<file path="config.mk">
export PLATFORM = sky130hd
export DESIGN_NAME = move_seq_ctrl
export DESIGN_NICKNAME = d
export VERILOG_FILES = /design/src/rtl/move_seq_ctrl.sv
export SDC_FILE = /design/constraint.sdc
export NUM_CORES = 1
export LEC_CHECK = 0
export CAP_MARGIN = 20
export CORE_AREA = 5 5 149 223
export CTS_CLUSTER_SIZE = 8
export DETAILED_ROUTE_END_ITERATION = 8
export DIE_AREA = 0 0 154 228
export GPL_ROUTABILITY_DRIVEN = 0
export GPL_TIMING_DRIVEN = 0
export PLACE_DENSITY = 0.7
export SYNTH_ARGS = -nofsm -noshare
export SYNTH_HDL_FRONTEND = slang
export SYNTH_SLANG_ARGS = --single-unit
</file>
<file path="constraint.sdc">
create_clock -name clk -period 19.9 [get_ports clk]
set_input_delay 1.99 -clock clk [delete_from_list [all_inputs] [get_ports clk]]
set_output_delay 1.99 -clock clk [all_outputs]
set_load 0.05 [all_outputs]
</file>
<file path="src/rtl/move_seq_ctrl.sv">
// move_seq_ctrl: plays back a stored path of 2-bit moves over a
// 2**GRID_W x 2**GRID_W grid. Each move is offered on a valid/ready handshake,
// the position is tracked, and any move that would leave the grid is refused.
// Latency: first move is offered 1 cycle after start; one move per cycle while
// mv_ready is held high. Backpressure: mv_dir/mv_valid hold until mv_ready.
// Ports:
//   clk, rst                    clock, synchronous active-high reset
//   load, path_in, path_len     capture a packed path (move k at [2k+1:2k])
//   start, abort                begin playback from (0,0) / stop playback
//   mv_valid, mv_ready, mv_dir  move handshake and direction (00 up, 01 right,
//                               10 down, 11 left)
//   pos_x, pos_y, moves_done    current position and accepted move count
//   busy, done, err             in PLAY / FINISH / ERROR
module move_seq_ctrl #(
  parameter int MAX_MOVES = 128,
  parameter int GRID_W    = 4
) (
  input  logic                   clk,
  input  logic                   rst,
  input  logic                   load,
  input  logic [2*MAX_MOVES-1:0] path_in,
  input  logic [7:0]             path_len,
  input  logic                   start,
  input  logic                   abort,
  input  logic                   mv_ready,
  output logic                   mv_valid,
  output logic [1:0]             mv_dir,
  output logic [GRID_W-1:0]      pos_x,
  output logic [GRID_W-1:0]      pos_y,
  output logic [7:0]             moves_done,
  output logic                   busy,
  output logic                   done,
  output logic                   err
);

  typedef enum logic [2:0] {
    S_IDLE,
    S_READY,
    S_PLAY,
    S_FINISH,
    S_ERROR
  } state_t;

  localparam logic [7:0]        MAX_LEN = 8'(MAX_MOVES);
  localparam logic [GRID_W-1:0] XY_MAX  = '1;
  localparam logic [GRID_W-1:0] XY_ONE  = GRID_W'(1);

  state_t                 state;
  state_t                 state_nxt;
  logic [2*MAX_MOVES-1:0] path_buf;
  logic [7:0]             path_cnt;
  logic [7:0]             idx;
  logic [1:0]             cur_dir;
  logic                   in_play;
  logic                   legal;
  logic                   xfer;
  logic                   last_move;
  logic                   load_ok;
  logic                   start_ok;

  // Move selected by the registered index.
  always_comb begin
    cur_dir = 2'b00;
    for (int k = 0; k < MAX_MOVES; k++) begin
      if (idx == 8'(k)) cur_dir = path_buf[2*k +: 2];
    end
  end

  // A move is legal unless it would step off the grid edge.
  always_comb begin
    legal = 1'b1;
    case (cur_dir)
      2'b00:   if (pos_y == '0)     legal = 1'b0;
      2'b01:   if (pos_x == XY_MAX) legal = 1'b0;
      2'b10:   if (pos_y == XY_MAX) legal = 1'b0;
      default: if (pos_x == '0)     legal = 1'b0;
    endcase
  end

  assign in_play   = (state == S_PLAY);
  assign xfer      = in_play && legal && mv_ready;
  assign last_move = (idx == path_cnt - 8'd1);
  assign load_ok   = load && !in_play && (path_len <= MAX_LEN);
  // load takes priority over a simultaneous start.
  assign start_ok  = start && !load && ((state == S_READY) || (state == S_FINISH));

  // State register.
  always_ff @(posedge clk) begin
    if (rst) state <= S_IDLE;
    else     state <= state_nxt;
  end

  // Next-state logic.
  always_comb begin
    state_nxt = state;
    if (load && !in_play) begin
      state_nxt = (path_len > MAX_LEN) ? S_ERROR : S_READY;
    end else begin
      case (state)
        S_READY, S_FINISH: begin
          if (start) state_nxt = (path_cnt == 8'd0) ? S_FINISH : S_PLAY;
        end
        S_PLAY: begin
          // abort wins over completion/error; a transfer in the same cycle
          // still lands in the datapath below.
          if (abort)                  state_nxt = S_READY;
          else if (!legal)            state_nxt = S_ERROR;
          else if (xfer && last_move) state_nxt = S_FINISH;
        end
        default: state_nxt = state;
      endcase
    end
  end

  // Output logic, decoded from the registered state.
  always_comb begin
    busy     = in_play;
    done     = (state == S_FINISH);
    err      = (state == S_ERROR);
    mv_valid = in_play && legal;
    mv_dir   = in_play ? cur_dir : 2'b00;
  end

  // Path storage, index, counters and position.
  always_ff @(posedge clk) begin
    if (rst) begin
      path_cnt   <= 8'd0;
      idx        <= 8'd0;
      moves_done <= 8'd0;
      pos_x      <= '0;
      pos_y      <= '0;
    end else begin
      if (load_ok) begin
        path_buf <= path_in;
        path_cnt <= path_len;
      end
      if (start_ok) begin
        idx        <= 8'd0;
        moves_done <= 8'd0;
        pos_x      <= '0;
        pos_y      <= '0;
      end else if (xfer) begin
        idx        <= idx + 8'd1;
        moves_done <= moves_done + 8'd1;
        case (cur_dir)
          2'b00:   pos_y <= pos_y - XY_ONE;
          2'b01:   pos_x <= pos_x + XY_ONE;
          2'b10:   pos_y <= pos_y + XY_ONE;
          default: pos_x <= pos_x - XY_ONE;
        endcase
      end
    end
  end

endmodule

</file>
==> results.sh, run 1 <==
export IMPL_max_freq_mhz=133
export IMPL_grt_max_degree=39
export IMPL_clk_latency_ns=0.54
export IMPL_synth_largest_type_area_fraction=0.557
export IMPL_dieArea_um2=35100
export IMPL_cts_hold_buf=0
export IMPL_yosys_most_used_dff="edfxtp_1"
export IMPL_power_density_nw_per_um2=78.4
export IMPL_skew_ns=0.0149
export IMPL_crit_family="compound AO/OA/AOI/OAI gates"
export IMPL_final_setup_viol_count=0
export IMPL_core_um2=30800
export IMPL_drc=1
export IMPL_peakVddDrop_v=0.0000986
export IMPL_synth_cell_type_count=90
export IMPL_drive_above_1_share=0.101
export IMPL_status="finished with violations"
export IMPL_synth_top_area_cell="edfxtp_1"
export IMPL_place_inst=1855
export IMPL_slowest_delay_ns=0.81
export IMPL_p_leak_uw=0.00626
export IMPL_setup_tns_ns=0
export IMPL_final_core_util=0.602
export IMPL_cts_setup_buffers=0
export IMPL_cts_made_buffers=42
export IMPL_hold_viol=0
export IMPL_layout_nets=1777
export IMPL_synthesis_area_um2=13800
export IMPL_n_fill_cell=2496
export IMPL_routedWlPerCell_um=27.7
export IMPL_critical_path_class="register to output pin"
export IMPL_diodes=0
export IMPL_synth_area_leaders="edfxtp_1 (56%), dfxtp_1 (5.1%), a21oi_1 (3.6%), o21ai_0 (1.7%), nand2_1 (1.7%)"
export IMPL_syn_inst=1151
export IMPL_crit_required_ns=17.91
export IMPL_period_share=0.378
export IMPL_drv_cap=0
export IMPL_place_hpwl_um=39000
export IMPL_first_global_vias=12222
export IMPL_fin_crit_ns=7.52
export IMPL_arrival_ns=5.53
export IMPL_num_rows=79
export IMPL_drv_slew=0
export IMPL_cp_max_fo=10
export IMPL_cp_num_buf_inv=4
export IMPL_drt_pass1_iter_count=9
export IMPL_rsz0062_at_grt="false"
export IMPL_clock_sinks=291
export IMPL_viasPerCell=6.40
export IMPL_cp_slowest_cell="clkdlybuf4s50_1"
export IMPL_async_flop_share=0
export IMPL_post_cts_resized=0
export IMPL_io_buffers=291
export IMPL_io_pins=292
export IMPL_critPathLaunchType="register"
export IMPL_drt_iter0_drc=2141
export IMPL_cts_buffer_depth=3
export IMPL_ys_warnings_count=0
export IMPL_antenna_left=0
export IMPL_clock_root_buffer="clkbuf_16"
export IMPL_final_cells=1915
export IMPL_tightest_slew_ns=1.08
export IMPL_antenna_found_initial=0
export IMPL_start_util=0.448
export IMPL_areaGrowthSynthToFinish_pct=34.4
export IMPL_finalWirelength_um=53100
export IMPL_ys_ff_latch=291
export IMPL_syn_num_nets=1434
export IMPL_gr_total_overflow=0
export IMPL_violations="design-rule violations"
export IMPL_grt_usage=0.289
export IMPL_h_tree_depth=2
export IMPL_synth_edff_count=256
export IMPL_clkTransAtPathRegs_ns=0.05
export IMPL_cts_tree="yes"
export IMPL_grt_pass1_wl_um=76300
export IMPL_relSlewSlack=0.275
export IMPL_die_width_um=154
export IMPL_holdCritPathClass="register to register"
export IMPL_design_area_um2=18600
export IMPL_syn_area_per_cell_um2=12.0
export IMPL_place_area_um2=17400
export IMPL_ys_seq_area_frac=0.608
export IMPL_cp_end_kind="output pin"
export IMPL_path_cells="ha_1 > buf_2 > buf_2 > buf_1 > a21oi_1 > a211oi_1 > o21ai_1 > a31oi_1 > o22ai_1 > a31oi_1 > nor2_1 > a31oi_4 > o211a_1 > nor2_2 > nor2_1 > clkdlybuf4s50_1"
export IMPL_num_vias=12250
export IMPL_die_h_um=228
export IMPL_finalPower_uw=1450
-- metrics by stage --
step	setup slack, ns	hold slack [ns]
2_1_floorplan	5.40	0.494
3_3_place_gp	1.17	0.467
3_5_place_dp	13.11	0.486
4_1_cts	12.53	0.495
5_1_grt	12.15	0.521
6_report	12.38	0.502
-- placed cells by master, fill, tap and decap left out, drive strengths merged, types with 21 or more instances in the layout --
cell / count
clkdlybuf4s50: 291
nor2: 65
edfxtp: 256
nor3: 21
clkbuf: 78
o21ai: 57
nand2b: 21
buf: 74
inv: 27
o211ai: 21
nand2: 66
nor2b: 25
nand3: 33
o22ai: 23
dfxtp: 35
a21oi: 100
a31oi: 26
-- where the power goes --
part           switching [µW]  internal (µW)  leakage [µW]
sequential               11.9            688       0.00263
combinational            46.7           64.6       0.00306
clock                     242            401      0.000566
-- state kept, by name, summed over array words and instances, names as in the netlist --
signal      cells
path_buf      256
moves_done      8
state           3
pos_x           4
idx             8
pos_y           4
path_cnt        8
-- metal layers --
metal | wire length (µm) | global-route usage
met1 | 17300 | 0.328
met2 | 24800 | 0.470
met3 | 6340 | 0.0841
met4 | 4640 | 0.192
met5 | 0 | 0
-- worst paths after layout --
path / depth (start not counted) / slack [ns] / start / end
setup / recovery: 16 / 12.38 / idx[1]$_SDFFE_PP0P_ / mv_valid
setup reg to reg: 19 / 14.70 / idx[1]$_SDFFE_PP0P_ / pos_x[3]$_SDFFE_PP0P_
hold reg to reg: 2 / 0.50 / moves_done[7]$_SDFFE_PP0P_ / moves_done[7]$_SDFFE_PP0P_
hold / removal: 2 / 0.50 / moves_done[7]$_SDFFE_PP0P_ / moves_done[7]$_SDFFE_PP0P_
-- layout make-up --
cell class                      count  area, µm²  share of cell area
Timing Repair Buffer              299       3060               0.165
Clock buffer                       58       1130              0.0610
Clock inverter                      2       38.8             0.00209
Multi-Input combinational cell    747       4860               0.262
Sequential cell                   291       8390               0.452
Tap cell                          405        507              0.0273
Inverter                           26       97.6             0.00526
Buffer                             87        462              0.0249
-- worst min-delay path, delay by kind of cell (launching register included) --
| kind | cells | cell delay, ns |
|---|---|---|
| flops | 1 | 0.32 |
| compound gates | 2 | 0.13 |
-- cells in the mapped netlist (13+ instances only) --
master / instances
o211ai_1: 20
nor2_1: 61
edfxtp_1: 256
nand2_1: 64
nand3_1: 33
nor3_1: 19
clkbuf_1: 20
nand3b_1: 17
nand2b_1: 21
a21oi_1: 100
a31oi_1: 25
buf_2: 45
dfxtp_1: 35
buf_4: 13
nor2b_1: 25
xor2_1: 14
o22ai_1: 23
o21ai_0: 48
inv_1: 22
-- cells by family (layout without fill, tap and decap cells) --
kind of cell    Yosys count  in the layout  share of synthesized area
mux                       9              9                    0.00653
fa+ha+maj                13             13                     0.0129
xor+xnor                 24             24                     0.0152
flops                   291            291                      0.608
compound gates          369            369                      0.184
buf+inv                 113            472                     0.0405
simple gates            332            332                      0.133
Note: power is estimated with default switching activity, not from simulation.
==> run 2, diff against run 1 <==
Clock period 19.9 ns to 7.2 ns, I/O delays scaled along.
==> run 2 against run 1 <==
  * The flow now finishes without violations
  * Via count grew 1.1%
  * Global-route usage grew 0.67 points
  * First-iteration DRC count rose by 1.2%
  * Setup slack got worse by 12 ns
  * Core utilization up 0.20 points
  * Sequential cell count is the same
  * Critical path type unchanged
  * Largest cell class unchanged
  * Largest power group unchanged
  * Highest routed layer unchanged
==> results.sh, run 2 (same netlist as run 1, synthesis figures left out) <==
export IMPL_status="finished clean"
export IMPL_drv_cap=0
export IMPL_num_vias=12383
export IMPL_tightest_slew_ns=1.15
export IMPL_power_density_nw_per_um2=218
export IMPL_critical_path_class="register to output pin"
export IMPL_gr_usage_met2=0.483
export IMPL_slowest_delay_ns=0.81
export IMPL_finalWirelength_um=53800
export IMPL_final_common_cell="clkdlybuf4s50_1"
export IMPL_start_util=0.448
export IMPL_use_met1=0.333
export IMPL_cts_made_buffers=42
export IMPL_drv_slew=0
export IMPL_largest_reg_flops=256
export IMPL_grt_usage=0.296
export IMPL_place_inst=1856
export IMPL_grt_max_degree=38
export IMPL_io_pins=292
export IMPL_period_share=0.885
export IMPL_cts_setup_buffers=0
export IMPL_antenna_found_initial=1
export IMPL_rsz0062_at_grt="false"
export IMPL_gr_total_overflow=0
export IMPL_core_um2=30800
export IMPL_final_setup_viol_count=0
export IMPL_grt_most_used_layer="met2"
export IMPL_place_hpwl_um=39400
export IMPL_drive_above_1_share=0.101
export IMPL_drc=0
export IMPL_first_global_vias=12597
export IMPL_layout_nets=1778
export IMPL_num_rows=79
export IMPL_crit_required_ns=6.48
export IMPL_drt_iter0_drc=2167
export IMPL_h_tree_depth=2
export IMPL_skew_ns=0.0280
export IMPL_arrival_ns=5.65
export IMPL_cts_tree="yes"
export IMPL_rrSetupSlack_ns=1.88
export IMPL_die_h_um=228
export IMPL_critPathLaunchType="register"
export IMPL_die_width_um=154
export IMPL_areaGrowthSynthToFinish_pct=34.9
export IMPL_peakVddDrop_v=0.000225
export IMPL_cp_end_kind="output pin"
export IMPL_hold_viol=0
export IMPL_path_cells="ha_1 > buf_2 > buf_2 > buf_1 > a21oi_1 > a211oi_1 > o21ai_1 > a41oi_1 > a21oi_1 > nor2_1 > a31oi_1 > a31oi_4 > o211a_1 > nor2_2 > nor2_1 > clkdlybuf4s50_1"
export IMPL_relSlewSlack=0.229
export IMPL_clk_latency_ns=0.56
export IMPL_clock_root_buffer="clkbuf_16"
export IMPL_io_buffers=291
export IMPL_final_cell_mix="clkdlybuf4s50_1 (291), edfxtp_1 (256), a21oi_1 (100)"
export IMPL_fin_crit_ns=6.37
export IMPL_post_cts_resized=0
export IMPL_routedWlPerCell_um=28.0
export IMPL_dieArea_um2=35100
export IMPL_cp_max_fo=10
export IMPL_drt_pass1_iter_count=7
export IMPL_final_cells=1925
export IMPL_antenna_left=0
export IMPL_setup_tns_ns=0
export IMPL_cts_buffer_depth=3
export IMPL_viasPerCell=6.43
export IMPL_largest_register="path_buf"
export IMPL_p_leak_uw=0.00628
export IMPL_use_met3=0.0866
export IMPL_clkTransAtPathRegs_ns=0.05
export IMPL_clock_sinks=291
export IMPL_max_freq_mhz=157
export IMPL_holdCritPathClass="register to register"
export IMPL_grt_pass1_wl_um=77900
export IMPL_cp_slowest_cell="clkdlybuf4s50_1"
export IMPL_cts_hold_buf=0
run 2: area by class of cell:
| cell class | count | area [µm²] |
|---|---|---|
| Antenna cell | 1 | 2.50 |
| Buffer | 87 | 462 |
| Clock buffer | 66 | 1160 |
| Clock inverter | 2 | 38.8 |
| Fill cell | 2568 | 12200 |
| Inverter | 26 | 97.6 |
| Multi-Input combinational cell | 747 | 4860 |
| Sequential cell | 291 | 8390 |
| Tap cell | 405 | 507 |
| Timing Repair Buffer | 300 | 3090 |
run 2: final timing paths:
check	start	end	cells after the start
setup reg to reg	idx[1]$_SDFFE_PP0P_	pos_x[3]$_SDFFE_PP0P_	19
hold / removal	moves_done[7]$_SDFFE_PP0P_	moves_done[7]$_SDFFE_PP0P_	2
setup / recovery	idx[1]$_SDFFE_PP0P_	mv_valid	16
hold reg to reg	moves_done[7]$_SDFFE_PP0P_	moves_done[7]$_SDFFE_PP0P_	2
run 2: power breakdown:
part / internal (µW) / switching [µW]
Combinational: 180 / 131
Clock: 1130 / 693
Sequential: 1900 / 32.7
Total: 3210 / 856
run 2: metrics by stage:
step,cell area (µm²),setup WS (ns),hold slack (ns),power (µW),util
2_1_floorplan,13800,1.16,0.494,2060,-
5_1_grt,18600,0.666,0.532,4190,0.603
4_1_cts,18600,1.14,0.493,4090,0.603
3_3_place_gp,17200,-0.637,0.468,2260,0.559
3_5_place_dp,17400,1.71,0.486,2270,0.564
6_report,18600,0.829,0.494,4060,0.603
run 2: layer usage:
layer  wire length [µm]  up-vias
met5                  0        -
met4               4700        0
met3               6360      360
met2              25400     1101
met1              17400     5723
li1                   -     5199
run 2: critical path, delay by kind of cell (launching register included):
family	cells	cell delay, ns
buf+inv	4	2.04
fa+ha+maj	1	0.21
flops	1	0.50
compound gates	8	1.98
simple gates	3	0.36
